### src/rtl/muldiv_seq_if.sv
// Handshake and data bundle for the sequential multiply/divide unit.
// The master side issues operations and register writes; the slave side returns status and HI/LO.
interface muldiv_seq_if #(
    parameter int WIDTH = 32
);
    logic             start;
    logic [1:0]       op;
    logic [WIDTH-1:0] a;
    logic [WIDTH-1:0] b;
    logic             wr_hi;
    logic             wr_lo;
    logic [WIDTH-1:0] wdata;
    logic             busy;
    logic             done;
    logic             div_by_zero;
    logic [WIDTH-1:0] hi;
    logic [WIDTH-1:0] lo;

    modport master (
        output start, op, a, b, wr_hi, wr_lo, wdata,
        input  busy, done, div_by_zero, hi, lo
    );

    modport slave (
        input  start, op, a, b, wr_hi, wr_lo, wdata,
        output busy, done, div_by_zero, hi, lo
    );
endinterface

### src/rtl/muldiv_seq.sv
// MIPS-style iterative multiply/divide: magnitudes are processed one bit per cycle,
// signs are restored in a single fix-up cycle before HI/LO are written.
module muldiv_seq #(
    parameter int WIDTH = 32
) (
    input  logic          clk,
    input  logic          reset,
    muldiv_seq_if.slave   bus
);
    localparam int CW = $clog2(WIDTH) + 1;
    localparam logic [CW-1:0] LAST = CW'(WIDTH - 1);

    typedef enum logic [1:0] {IDLE = 2'd0, CALC = 2'd1, FIX = 2'd2, DONE = 2'd3} state_t;

    state_t             state_reg, state_next;
    logic [CW-1:0]      count_reg;
    logic [2*WIDTH-1:0] work_reg;
    logic [WIDTH-1:0]   opnd_reg;
    logic [WIDTH-1:0]   hi_reg, lo_reg;
    logic               is_div_reg, sign_a_reg, sign_b_reg, zero_div_reg, dbz_reg;
    logic               accept;

    logic               is_signed;
    logic [WIDTH-1:0]   mag_a, mag_b;
    logic [WIDTH:0]     add_sum, trial;
    logic [2*WIDTH-1:0] mul_next, div_next, prod_fix;
    logic [WIDTH-1:0]   rem_fix, quo_fix;

    // Unsigned WIDTH-bit magnitude keeps the most negative operand representable.
    assign is_signed = ~bus.op[0];
    assign mag_a     = (is_signed && bus.a[WIDTH-1]) ? -bus.a : bus.a;
    assign mag_b     = (is_signed && bus.b[WIDTH-1]) ? -bus.b : bus.b;

    assign add_sum  = {1'b0, work_reg[2*WIDTH-1:WIDTH]} + {1'b0, (work_reg[0] ? opnd_reg : {WIDTH{1'b0}})};
    assign mul_next = {add_sum, work_reg[WIDTH-1:1]};

    // Trial subtraction on the shifted partial remainder; a borrow restores it.
    assign trial    = work_reg[2*WIDTH-1:WIDTH-1] - {1'b0, opnd_reg};
    assign div_next = trial[WIDTH] ? {work_reg[2*WIDTH-2:0], 1'b0}
                                   : {trial[WIDTH-1:0], work_reg[WIDTH-2:0], 1'b1};

    assign prod_fix = (sign_a_reg ^ sign_b_reg) ? -work_reg : work_reg;
    assign rem_fix  = sign_a_reg ? -work_reg[2*WIDTH-1:WIDTH] : work_reg[2*WIDTH-1:WIDTH];
    assign quo_fix  = (sign_a_reg ^ sign_b_reg) ? -work_reg[WIDTH-1:0] : work_reg[WIDTH-1:0];

    always_ff @(posedge clk) begin
        if (reset) begin
            state_reg <= IDLE;
        end else begin
            state_reg <= state_next;
        end
    end

    always_comb begin
        state_next = state_reg;
        accept     = 1'b0;
        bus.busy   = 1'b0;
        bus.done   = 1'b0;
        case (state_reg)
            IDLE, DONE: begin
                bus.done   = (state_reg == DONE);
                accept     = bus.start;
                state_next = bus.start ? CALC : IDLE;
            end
            CALC: begin
                bus.busy = 1'b1;
                if (count_reg == LAST) begin
                    state_next = FIX;
                end
            end
            FIX: begin
                bus.busy   = 1'b1;
                state_next = DONE;
            end
            default: state_next = IDLE;
        endcase
    end

    always_ff @(posedge clk) begin
        if (reset) begin
            count_reg    <= '0;
            work_reg     <= '0;
            opnd_reg     <= '0;
            hi_reg       <= '0;
            lo_reg       <= '0;
            is_div_reg   <= 1'b0;
            sign_a_reg   <= 1'b0;
            sign_b_reg   <= 1'b0;
            zero_div_reg <= 1'b0;
            dbz_reg      <= 1'b0;
        end else begin
            case (state_reg)
                IDLE, DONE: begin
                    if (accept) begin
                        work_reg     <= {{WIDTH{1'b0}}, mag_a};
                        opnd_reg     <= mag_b;
                        count_reg    <= '0;
                        is_div_reg   <= bus.op[1];
                        sign_a_reg   <= is_signed & bus.a[WIDTH-1];
                        sign_b_reg   <= is_signed & bus.b[WIDTH-1];
                        zero_div_reg <= bus.op[1] && (bus.b == '0);
                        dbz_reg      <= 1'b0;
                    end else begin
                        if (bus.wr_hi) hi_reg <= bus.wdata;
                        if (bus.wr_lo) lo_reg <= bus.wdata;
                    end
                end
                CALC: begin
                    work_reg  <= is_div_reg ? div_next : mul_next;
                    count_reg <= count_reg + CW'(1);
                end
                FIX: begin
                    if (is_div_reg) begin
                        // A zero divisor leaves the dividend in the remainder; the quotient is forced.
                        hi_reg  <= rem_fix;
                        lo_reg  <= zero_div_reg ? {WIDTH{1'b1}} : quo_fix;
                        dbz_reg <= zero_div_reg;
                    end else begin
                        hi_reg <= prod_fix[2*WIDTH-1:WIDTH];
                        lo_reg <= prod_fix[WIDTH-1:0];
                    end
                end
                default: ;
            endcase
        end
    end

    assign bus.hi          = hi_reg;
    assign bus.lo          = lo_reg;
    assign bus.div_by_zero = dbz_reg;
endmodule

### src/flat_wrapper.sv
// flat-port wrapper written by rule: the top's interface ports become plain ports
module muldiv_seq_flat 
#(
    parameter int WIDTH = 32
)
  (clk, reset, bus_start, bus_op, bus_a, bus_b, bus_wr_hi, bus_wr_lo, bus_wdata, bus_busy, bus_done, bus_div_by_zero, bus_hi, bus_lo);
  muldiv_seq_if #(.WIDTH(WIDTH)) bus_i ();
  input  logic clk;
  input  logic reset;
  input wire logic [$bits(bus_i.start)-1:0] bus_start;
  input wire logic [$bits(bus_i.op)-1:0] bus_op;
  input wire logic [$bits(bus_i.a)-1:0] bus_a;
  input wire logic [$bits(bus_i.b)-1:0] bus_b;
  input wire logic [$bits(bus_i.wr_hi)-1:0] bus_wr_hi;
  input wire logic [$bits(bus_i.wr_lo)-1:0] bus_wr_lo;
  input wire logic [$bits(bus_i.wdata)-1:0] bus_wdata;
  output wire logic [$bits(bus_i.busy)-1:0] bus_busy;
  output wire logic [$bits(bus_i.done)-1:0] bus_done;
  output wire logic [$bits(bus_i.div_by_zero)-1:0] bus_div_by_zero;
  output wire logic [$bits(bus_i.hi)-1:0] bus_hi;
  output wire logic [$bits(bus_i.lo)-1:0] bus_lo;
  assign bus_i.start = bus_start;
  assign bus_i.op = bus_op;
  assign bus_i.a = bus_a;
  assign bus_i.b = bus_b;
  assign bus_i.wr_hi = bus_wr_hi;
  assign bus_i.wr_lo = bus_wr_lo;
  assign bus_i.wdata = bus_wdata;
  assign bus_busy = bus_i.busy;
  assign bus_done = bus_i.done;
  assign bus_div_by_zero = bus_i.div_by_zero;
  assign bus_hi = bus_i.hi;
  assign bus_lo = bus_i.lo;
  muldiv_seq #(.WIDTH(WIDTH)) u_core (.clk(clk), .reset(reset), .bus(bus_i));
endmodule
### config.mk
export PLATFORM = sky130hd
export DESIGN_NAME = muldiv_seq_flat
export DESIGN_NICKNAME = d
export VERILOG_FILES = /design/src/rtl/muldiv_seq_if.sv /design/src/rtl/muldiv_seq.sv /design/src/flat_wrapper.sv
export SDC_FILE = /design/constraint.sdc
export NUM_CORES = 1
export LEC_CHECK = 0
export CORE_UTILIZATION = 52
export DETAILED_ROUTE_END_ITERATION = 10
export HOLD_SLACK_MARGIN = 0.1
export PLACE_DENSITY = 0.8
export SYNTH_ARGS = -nofsm -noshare
export SYNTH_HDL_FRONTEND = slang
export SYNTH_SLANG_ARGS = --single-unit
### constraint.sdc
create_clock -name clk -period 3.01 [get_ports clk]
set_input_delay 0.903 -clock clk [delete_from_list [all_inputs] [get_ports clk]]
set_output_delay 0.903 -clock clk [all_outputs]
set_load 0.03 [all_outputs]
**Word level (Yosys, flattened, before mapping)**

Cells that the tools add are included.

- Add/sub/neg operators: 8
- Multiply operators: 0
- Divide/modulo/power cells: 0
- $lt $le $gt $ge: 0
- Eq/ne operators: 10
- Shifts and indexed selects: 0
- Muxes and demuxes: 30
- Bitwise gates (word level): 4
- Reduce and logical (&&, ||, !) cells: 14

Operator list:

| kind | count |
|---|---|
| two-way mux 32 bit | 12 |
| two-way mux 64 bit | 4 |
| negation 32 bit | 4 |
| one-hot mux 32 bit (2 select lines) | 2 |
| one-hot mux 64 bit (2 select lines) | 1 |
| negation 64 bit | 1 |
| adder 32 x 32 -> 33 bit | 1 |
| subtractor 33 x 32 -> 33 bit | 1 |
| logical NOT 32 bit | 1 |
| one-hot mux 6 bit (2 select lines) | 1 |
| AND reduction 3 bit | 3 |
| adder 6 x 1 -> 6 bit (second input constant) | 1 |
| == test 6 x 5 -> 1 bit (second input constant) | 1 |
| two-way mux 1 bit | 6 |
| two-way mux 6 bit | 1 |
| inequality test 2 x 1 -> 1 bit (second input constant) | 3 |
| inequality test 2 bit (second input constant) | 3 |
| one-hot mux 2 bit (3 select lines) | 1 |
| == test 2 bit (second input constant) | 2 |
| AND reduction 2 bit | 2 |
| nonzero test 2 bit | 2 |
| OR reduction 2 bit | 2 |
| logical AND 1 bit | 3 |
| AND 1 bit | 2 |
| other kinds (6) | 6 |

- Register bits after elaboration: 173
- Latch bits: 0
- Bits in writable memories: 0
- ROM bits: 0
- Input bits: 103
- Memories kept: 0

**Depth between registers and ports, before layout**

Gate-level depths: netlist of the first run.

- Word-level depth: 5
- Mapped depth: 15

**Worst setup path before layout of the first run**

OpenSTA, ideal clock, no wires.

- Path type: reg2reg
- From: register u_core.work_reg[31]
- To: register u_core.work_reg[35]
- Arrival time: 2.915 ns
- Required time: 2.881 ns
- Path slack: -0.034 ns
- Cell stages (with the launch flop): 14
- Clock period less this slack: 3.044 ns
- Cells stage by stage: dfxtp_1 inv_1 ha_1 fa_1 nand2b_1 a21oi_1 o211ai_1 a21oi_1 a311oi_1 xnor2_1 buf_2 buf_2 mux2i_1 o21ai_0

- Longest elaborated chain between the ends: 4

RTL lines:

| element | line | text |
|---|---|---|
| start: declaration | muldiv_seq.sv:17 | `logic [2*WIDTH-1:0] work_reg;` |
| start signal: assignment | muldiv_seq.sv:95 | `work_reg <= {{WIDTH{1'b0}}, mag_a};` |
| start signal: assignment | muldiv_seq.sv:109 | `work_reg <= is_div_reg ? div_next : mul_next;` |
| subtractor 33 x 32 -> 33 bit | muldiv_seq.sv:38 | `assign trial = work_reg[2*WIDTH-1:WIDTH-1] - {1'b0, opnd_reg};` |
| two-way mux 64 bit | muldiv_seq.sv:39 | `assign div_next = trial[WIDTH] ? {work_reg[2*WIDTH-2:0], 1'b0}` |
| two-way mux 64 bit | muldiv_seq.sv:109 |  |
| one-hot mux 64 bit (2 select lines) | muldiv_seq.sv:92 | `case (state_reg)` |

No other way between the ends.
A chain may end at the register's enable or synchronous reset.

**Worst setup path after layout of the first run**

- From: register u_core.work_reg[0]
- To: register u_core.hi_reg[29] (netlist: u_core.bus.hi[29])

- Longest elaborated chain between the ends: 4

RTL lines:

| element | line | text |
|---|---|---|
| negation 64 bit | muldiv_seq.sv:42 | `assign prod_fix = (sign_a_reg ^ sign_b_reg) ? -work_reg : work_reg;` |
| two-way mux 64 bit | muldiv_seq.sv:42 |  |
| two-way mux 32 bit | muldiv_seq.sv:113 | `if (is_div_reg) begin` |
| one-hot mux 32 bit (2 select lines) | muldiv_seq.sv:92 |  |
| end signal: assignment | muldiv_seq.sv:104 | `if (bus.wr_hi) hi_reg <= bus.wdata;` |
| end signal: assignment | muldiv_seq.sv:115 | `hi_reg <= rem_fix;` |
| end signal: assignment | muldiv_seq.sv:119 | `hi_reg <= prod_fix[2*WIDTH-1:WIDTH];` |
| end: declaration | muldiv_seq.sv:19 | `logic [WIDTH-1:0] hi_reg, lo_reg;` |

No other way between the ends.

==> impl_summary.log, run 1 <==
INFO  metric worst_ir_drop_vdd = 0.552 mV
INFO  metric gr-usage-all-layers = 0.371
INFO  metric syn-num-nets = 2111
INFO  metric post_dp_cell_area = 18000 µm²
INFO  metric worst_hold_slack = 0.455 ns
INFO  metric critPathMaxFanout = 4
INFO  metric flow.area_growth_from_synthesis = 38.2%
INFO  metric fraction_of_final_layout_cells_sized_beyond_drive_strength_1 = 0.208
INFO  metric achievable-frequency = 0.319 GHz
INFO  metric cts_buffers = 17
INFO  metric syn-instance-count = 1934
INFO  metric cp.arrival = 3.49 ns
INFO  metric skew = 0.0159 ns
INFO  metric number_of_global_route_vias_before_repair = 15400
INFO  metric final_period_minus_worst_setup_slack = 3.13 ns
INFO  metric violations = DRC, setup timing
INFO  metric number_of_fill_cells_in_the_layout = 2034
INFO  metric ys_async_sr_fraction = 0
INFO  metric clockRootBuffer = sky130_fd_sc_hd__clkbuf_16
INFO  metric setup_slack = -0.125 ns
INFO  metric power.density = 893 nW/µm²
INFO  metric max-clock-path-buffers = 2
INFO  metric timing.critical_path.from_type = register
INFO  metric worst_slew_margin_relative_to_its_limit = 0.308
INFO  metric placed_cells = 2597
INFO  metric core.rowCount = 59
INFO  metric syn_area = 14100 µm²
INFO  metric synth_sequential_area_ratio = 0.246
INFO  metric setup_repair_after_global_routing_missed_its_margin = yes
INFO  metric nets = 2478
INFO  metric drt_iter0_drc = 1928
INFO  metric wire_length_of_the_first_global_routing_pass = 82200 µm
INFO  metric largest_register_ffs = 64
INFO  metric synth.ff_latch_count = 173
INFO  metric cp-end-kind = register
INFO  metric pin_count_of_the_biggest_net_entering_global_routing = 95
INFO  metric gr-total-overflow = 0
INFO  metric setup_total_negative_slack = -0.392 ns
INFO  metric detailedPlace.worstSlack = -0.415 ns
INFO  metric syn_avg_cell_area = 7.28 µm²
INFO  metric synth_top_flop_cell = sky130_fd_sc_hd__dfxtp_1
INFO  metric outcome = finished with violations
INFO  metric remaining_drc_errors = 8
INFO  metric cell_variety_after_synth = 71
INFO  metric die_w = 167 µm
INFO  metric final_min_period_over_clock_period = 1.04
INFO  metric die_h = 167 µm
INFO  metric initial_antenna_violation_count = 0
INFO  metric finish.utilization = 0.741
INFO  metric finalInstanceArea = 19500 µm²
INFO  metric synth_enable_flop_cells = 0
INFO  metric totalPowerFinal = 17.4 mW
INFO  metric layout.cells.non_filler = 2649
INFO  metric postRouteWirelength = 53900 µm
INFO  metric synth_warnings = 0
INFO  metric max_cap_check_violation_count = 0
INFO  metric report.final.hold_viol_count = 0
INFO  metric hpwl = 40300 µm
INFO  metric die-area = 27800 µm²
INFO  metric portBuffers = 169
INFO  metric avgViaCountPerCell = 6.24
INFO  metric final-setup-viol-count = 6
INFO  metric drt_pass_1_iters = 9
INFO  metric slew_viol_final = 0
INFO  metric critical_path_required = 3.37 ns
INFO  metric insertion_delay = 0.44 ns
INFO  metric start_util = 0.536
INFO  metric coreArea = 26300 µm²
INFO  metric worst_min_delay_path_category = reg2reg
INFO  metric io_pins = 170
INFO  metric tritoncts = built
INFO  metric clock_transition_at_path_regs = 0.07 ns
INFO  metric via_count = 16500
INFO  metric leakage = 7.88 nW
INFO  metric final_estimated_routing_congestion_in_global_placement = 1.02
INFO  metric criticalPathCategory = reg2reg
INFO  metric cts.sink_count = 173
INFO  metric final_antenna_net_count = 0
INFO  metric worst_slew_pin_slew = 1.03 ns
INFO  metric num_antenna_cells = 0
INFO  metric detail_route.wl_per_cell = 20.4 µm
INFO  metric htree_num_levels = 4
==> synth_stat cells (22+ instances only) <==
| master | instances | area share |
|---|---|---|
| sky130_fd_sc_hd__mux2i_1 | 46 | 0.033 |
| sky130_fd_sc_hd__inv_1 | 67 | 0.018 |
| sky130_fd_sc_hd__a21oi_1 | 215 | 0.076 |
| sky130_fd_sc_hd__dfxtp_1 | 173 | 0.25 |
| sky130_fd_sc_hd__xor2_1 | 79 | 0.049 |
| sky130_fd_sc_hd__o21ai_0 | 128 | 0.045 |
| sky130_fd_sc_hd__a211oi_1 | 93 | 0.050 |
| sky130_fd_sc_hd__o31ai_1 | 22 | 0.012 |
| sky130_fd_sc_hd__ha_1 | 72 | 0.064 |
| sky130_fd_sc_hd__nand2_1 | 182 | 0.048 |
| sky130_fd_sc_hd__clkbuf_1 | 97 | 0.026 |
| sky130_fd_sc_hd__xnor2_1 | 92 | 0.057 |
| sky130_fd_sc_hd__nor3_1 | 44 | 0.016 |
| sky130_fd_sc_hd__nor2_1 | 253 | 0.067 |
| sky130_fd_sc_hd__o211ai_1 | 39 | 0.021 |
| sky130_fd_sc_hd__a21o_1 | 34 | 0.018 |
==> per-layer routing <==
| metal | vias up | GRT usage | share of wire |
|---|---|---|---|
| li1 | 7702 | - | - |
| met1 | 7741 | 0.505 | 0.42 |
| met2 | 952 | 0.581 | 0.44 |
| met3 | 140 | 0.0642 | 0.10 |
| met4 | 0 | 0.147 | 0.035 |
| met5 | - | 0 | 0 |
==> logic make-up after synthesis <==
group,count (synthesis),share of synthesized area
compound gates,652,0.292
xor+xnor,171,0.106
fa+ha+maj,74,0.0668
buf+inv,189,0.0512
flops,173,0.246
mux,51,0.0367
simple gates,624,0.201
==> layout by cell type, fill, tap and decap left out, drive strengths merged, types with 8 or more instances in the layout <==
cell / n
nor2b: 17
buf: 301
or3: 15
a31oi: 21
a21oi: 215
o41ai: 8
a311oi: 14
clkdlybuf4s50: 167
nand2: 182
inv: 75
o21a: 11
a21o: 34
nand2b: 17
ha: 72
nor4: 23
o21ai: 133
or4: 9
a211oi: 93
dfxtp: 173
o211ai: 39
and2: 9
xor2: 79
mux2i: 46
nor2: 253
nand3: 22
clkbuf: 19
o31ai: 23
nor3: 45
and3: 14
xnor2: 92
a22oi: 19
==> where the power goes <==
| part | internal [mW] | switching [mW] | total (mW) |
|---|---|---|---|
| sequential | 3.06 | 0.590 | 3.65 |
| clock | 1.21 | 1.11 | 2.32 |
| combinational | 4.55 | 6.87 | 11.4 |
| total | 8.81 | 8.57 | 17.4 |
==> path summary, 6_finish.rpt <==
kind	startpoint	end	slack [ns]	depth (start not counted)
setup / recovery	u_core.work_reg[0]$_SDFFE_PP0P_	u_core.bus.hi[29]$_SDFFE_PP0P_	-0.12	11
hold / removal	u_core.opnd_reg[31]$_SDFFE_PP0P_	u_core.opnd_reg[31]$_SDFFE_PP0P_	0.45	2
hold reg to reg	u_core.opnd_reg[31]$_SDFFE_PP0P_	u_core.opnd_reg[31]$_SDFFE_PP0P_	0.45	2
setup reg to reg	u_core.work_reg[0]$_SDFFE_PP0P_	u_core.bus.hi[29]$_SDFFE_PP0P_	-0.12	11
==> layout make-up <==
cell class / instances / area, µm² / share of cell area
Inverter: 68 / 260 / 0.0134
Multi-Input combinational cell: 1572 / 10600 / 0.545
Clock buffer: 19 / 443 / 0.0228
Sequential cell: 173 / 3490 / 0.179
Clock inverter: 13 / 148 / 0.00758
Timing Repair Buffer: 469 / 4090 / 0.210
Tap cell: 335 / 419 / 0.0215
==> repair_timing <==
action,CTS,global route
setup buffers,4,18
gates resized for setup,56,125
pin swaps,21,65
setup endpoints to repair,33,60
cloned,1,0
hold buffers,0,0
endpoints found under the hold margin,0,0
==> critical path, stage by stage (launching register included) <==
cell and delay [ns]:
sky130_fd_sc_hd__dfxtp_4 0.37, sky130_fd_sc_hd__buf_4 0.16, sky130_fd_sc_hd__or4_4 0.55, sky130_fd_sc_hd__nor4_4 0.19, sky130_fd_sc_hd__nand3_2 0.14, sky130_fd_sc_hd__or3_4 0.40, sky130_fd_sc_hd__a21o_1 0.22, sky130_fd_sc_hd__o31ai_2 0.25
sky130_fd_sc_hd__a31oi_1 0.14, sky130_fd_sc_hd__xnor2_1 0.21, sky130_fd_sc_hd__a211o_1 0.31, sky130_fd_sc_hd__a21oi_1 0.12
No activity file was read; power rests on OpenSTA's default activity.
==> run 2, diff against run 1 <==
CELL_PAD_IN_SITES_DETAIL_PLACEMENT = 0   (was not set)
CELL_PAD_IN_SITES_GLOBAL_PLACEMENT = 1   (was not set)
CORE_UTILIZATION = 38   (was 52)
==> impl_summary.log, run 2 (same netlist as run 1, synthesis figures left out) <==
INFO  metric outcome = finished with violations
INFO  metric violations = setup timing
INFO  metric fraction_of_final_layout_cells_sized_beyond_drive_strength_1 = 0.218
INFO  metric cp.depth = 15
INFO  metric timing.critical_path.slowest_cell_delay = 0.38 ns
INFO  metric initial_antenna_violation_count = 0
INFO  metric tritoncts = built
INFO  metric detailedPlace.worstSlack = -0.390 ns
INFO  metric leakage = 7.97 nW
INFO  metric max-clock-path-buffers = 2
INFO  metric critical_path_required = 3.39 ns
INFO  metric avgViaCountPerCell = 5.73
INFO  metric worst_slew_pin_slew = 0.725 ns
INFO  metric clock_transition_at_path_regs = 0.08 ns
INFO  metric reg2reg_slack = -0.04 ns
INFO  metric worst_path_dominant_cell_family = compound AO/OA/AOI/OAI gates
INFO  metric comb_power_share = 0.657
INFO  metric final_antenna_net_count = 0
INFO  metric report.final.hold_viol_count = 0
INFO  metric gr-usage-all-layers = 0.282
INFO  metric max_cap_check_violation_count = 0
INFO  metric coreArea = 36500 µm²
INFO  metric portBuffers = 169
INFO  metric worst_slew_margin_relative_to_its_limit = 0.513
INFO  metric nets = 2495
INFO  metric flow.area_growth_from_synthesis = 39.9%
INFO  metric timing.reg2reg.worst_path_depth = 15
INFO  metric slew_viol_final = 0
INFO  metric worst_r2r_endpoint = u_core.work_reg[63]$_SDFFE_PP0P_
INFO  metric layout.cells.most_common_list = sky130_fd_sc_hd__buf_4 (301), sky130_fd_sc_hd__nor2_1 (244), sky130_fd_sc_hd__a21oi_1 (194)
INFO  metric number_of_global_route_vias_before_repair = 15200
INFO  metric cts.sink_count = 173
INFO  metric cts-hold-fix-buffers = 0
INFO  metric timing.critical_path.from_type = register
INFO  metric worst_ir_drop_vdd = 0.515 mV
INFO  metric cp.arrival = 3.43 ns
INFO  metric achievable-frequency = 0.328 GHz
INFO  metric clockRootBuffer = sky130_fd_sc_hd__clkbuf_16
INFO  metric final_min_period_over_clock_period = 1.01
INFO  metric setup_total_negative_slack = -0.0594 ns
INFO  metric start_util = 0.386
INFO  metric insertion_delay = 0.47 ns
INFO  metric netSwitchingPower = 8.55 mW
INFO  metric final_estimated_routing_congestion_in_global_placement = 0.945
INFO  metric setup_slack = -0.0414 ns
INFO  metric final_period_minus_worst_setup_slack = 3.05 ns
INFO  metric clockPowerShare = 0.134
INFO  metric cp-end-kind = register
INFO  metric min_delay_worst_endpoint = u_core.bus.lo[0]$_SDFFE_PP0P_
INFO  metric hp-start = u_core.bus.lo[0]$_SDFFE_PP0P_
INFO  metric r2r_start = u_core.work_reg[0]$_SDFFE_PP0P_
INFO  metric final-setup-viol-count = 2
INFO  metric finish.utilization = 0.540
INFO  metric worst_min_delay_path_category = reg2reg
INFO  metric skew = 0.0153 ns
INFO  metric cells_traversed_along_the_worst_timing_path = and2_4 > ha_4 > inv_2 > fa_2 > nor2b_4 > o31ai_4 > a21oi_2 > a31oi_2 > o31a_1 > nor2_2 > a31oi_2 > buf_4 > nor2b_2 > nor3_2 > a311oi_1
INFO  metric via_count = 16000
INFO  metric power.density = 883 nW/µm²
INFO  metric die-area = 37800 µm²
INFO  metric die_w = 195 µm
INFO  metric gr-total-overflow = 0
INFO  metric htree_num_levels = 4
INFO  metric post_dp_cell_area = 18200 µm²
INFO  metric final_common_cell = sky130_fd_sc_hd__buf_4
INFO  metric timing.critical_path.slowest_stage_cell = sky130_fd_sc_hd__dfxtp_4
INFO  metric num_antenna_cells = 0
INFO  metric pin_count_of_the_biggest_net_entering_global_routing = 78
INFO  metric setup_repair_after_global_routing_missed_its_margin = yes
INFO  metric wire_length_of_the_first_global_routing_pass = 84100 µm
INFO  metric finalInstanceArea = 19700 µm²
INFO  metric hold-path-cell-count = 2
INFO  metric p_int = 8.86 mW
INFO  metric core.rowCount = 70
INFO  metric die_h = 195 µm
INFO  metric drt_pass_1_iters = 6
INFO  metric hpwl = 42100 µm
INFO  metric critPathMaxFanout = 4
INFO  metric io_pins = 170
INFO  metric detail_route.wl_per_cell = 19.6 µm
INFO  metric drt_iter0_drc = 1461
INFO  metric postRouteWirelength = 54700 µm
INFO  metric cpMostUsedCell = sky130_fd_sc_hd__a31oi_2
INFO  metric number_of_fill_cells_in_the_layout = 3411
INFO  metric criticalPathCategory = reg2reg
INFO  metric worstPathBufferInverterCount = 2
INFO  metric cts_buffers = 17
INFO  metric remaining_drc_errors = 0
INFO  metric seq_power_share = 0.209
INFO  metric net_sw_frac = 0.491
INFO  metric largest_register_ffs = 64
[run 2: cell count changes in the layout (fill, tap and decap cells not counted), moves of 4 or more]
cell	change
sky130_fd_sc_hd__buf_4	+21
sky130_fd_sc_hd__inv_8	-4
sky130_fd_sc_hd__a211oi_1	-5
sky130_fd_sc_hd__ha_1	+7
sky130_fd_sc_hd__a211oi_2	+5
sky130_fd_sc_hd__nor3_2	+4
sky130_fd_sc_hd__buf_6	-4
sky130_fd_sc_hd__ha_4	-6
sky130_fd_sc_hd__nor3_1	-4
[run 2: worst max path at each step]
| stage | slack, ns | from | to |
|---|---|---|---|
| after global routing | -0.21 | u_core.work_reg[0]$_SDFFE_PP0P_ | u_core.work_reg[63]$_SDFFE_PP0P_ |
| after CTS | 0.004 | u_core.opnd_reg[0]$_SDFFE_PP0P_ | u_core.work_reg[56]$_SDFFE_PP0P_ |
| after detailed placement | -0.39 | bus_a[11] | u_core.work_reg[26]$_SDFFE_PP0P_ |
| after floorplan | 0.04 | u_core.work_reg[31]$_SDFFE_PP0P_ | u_core.work_reg[35]$_SDFFE_PP0P_ |
| final | -0.04 | u_core.work_reg[0]$_SDFFE_PP0P_ | u_core.work_reg[63]$_SDFFE_PP0P_ |
| after global placement | -0.33 | bus_a[5] | u_core.work_reg[31]$_SDFFE_PP0P_ |
[run 2: timing repair]
item                                   CTS  global route
setup endpoints to repair               46            65
cloned                                   0             1
endpoints found under the hold margin    0             0
setup buffers                           10            15
gates resized for setup                 58           115
pin swaps                               21            55
[run 2: area by class of cell]
cell class	count	area (µm²)	area share
clock inverters	15	176	0.00895
clock buffers	17	425	0.0216
flip-flops and latches	173	3490	0.177
inverters	68	258	0.0131
repair buffers	486	4210	0.214
multi-input cells	1572	10600	0.536
well taps	468	586	0.0297
[run 2: worst min-delay path: stages (launching register included)]
cell and delay (ns):
sky130_fd_sc_hd__dfxtp_1 0.32, sky130_fd_sc_hd__nand2_1 0.05, sky130_fd_sc_hd__a21oi_1 0.05
[run 2: metrics by stage]
| step | hold WS (ns) | power, mW | instances |
|---|---|---|---|
| after floorplan | 0.432 | 9.87 | 1934 |
| after global placement | 0.446 | 14.1 | 2743 |
| after detailed placement | 0.455 | 14.2 | 2743 |
| after CTS | 0.466 | 16.9 | 2785 |
| after global routing | 0.474 | 18.4 | 2799 |
| final | 0.462 | 17.4 | 2799 |
[run 2: metal layers]
layer	GRT usage	part of all wire	vias up
met2	0.448	0.45	635
met4	0.0794	0.021	0
met1	0.398	0.46	7587
li1	-	-	7738
met5	0	0	-
met3	0.0338	0.071	75
[run 2: power by group through the flow]
stage	registers, mW	clock network (mW)	logic (mW)
global route	3.73	2.44	12.2
finish	3.65	2.33	11.4
floorplan	4.23	0	5.65
CTS	3.59	2.36	10.9
detailed placement	3.63	0	10.6
global placement	3.61	0	10.5
==> run 3, diff against run 2 <==
CTS_BUF_LIST = sky130_fd_sc_hd__clkbuf_4 sky130_fd_sc_hd__clkbuf_8 sky130_fd_sc_hd__clkbuf_16   (was not set)
==> results of run 3 <==
The final DEF is identical to that of run 2; final timing and power are the same.
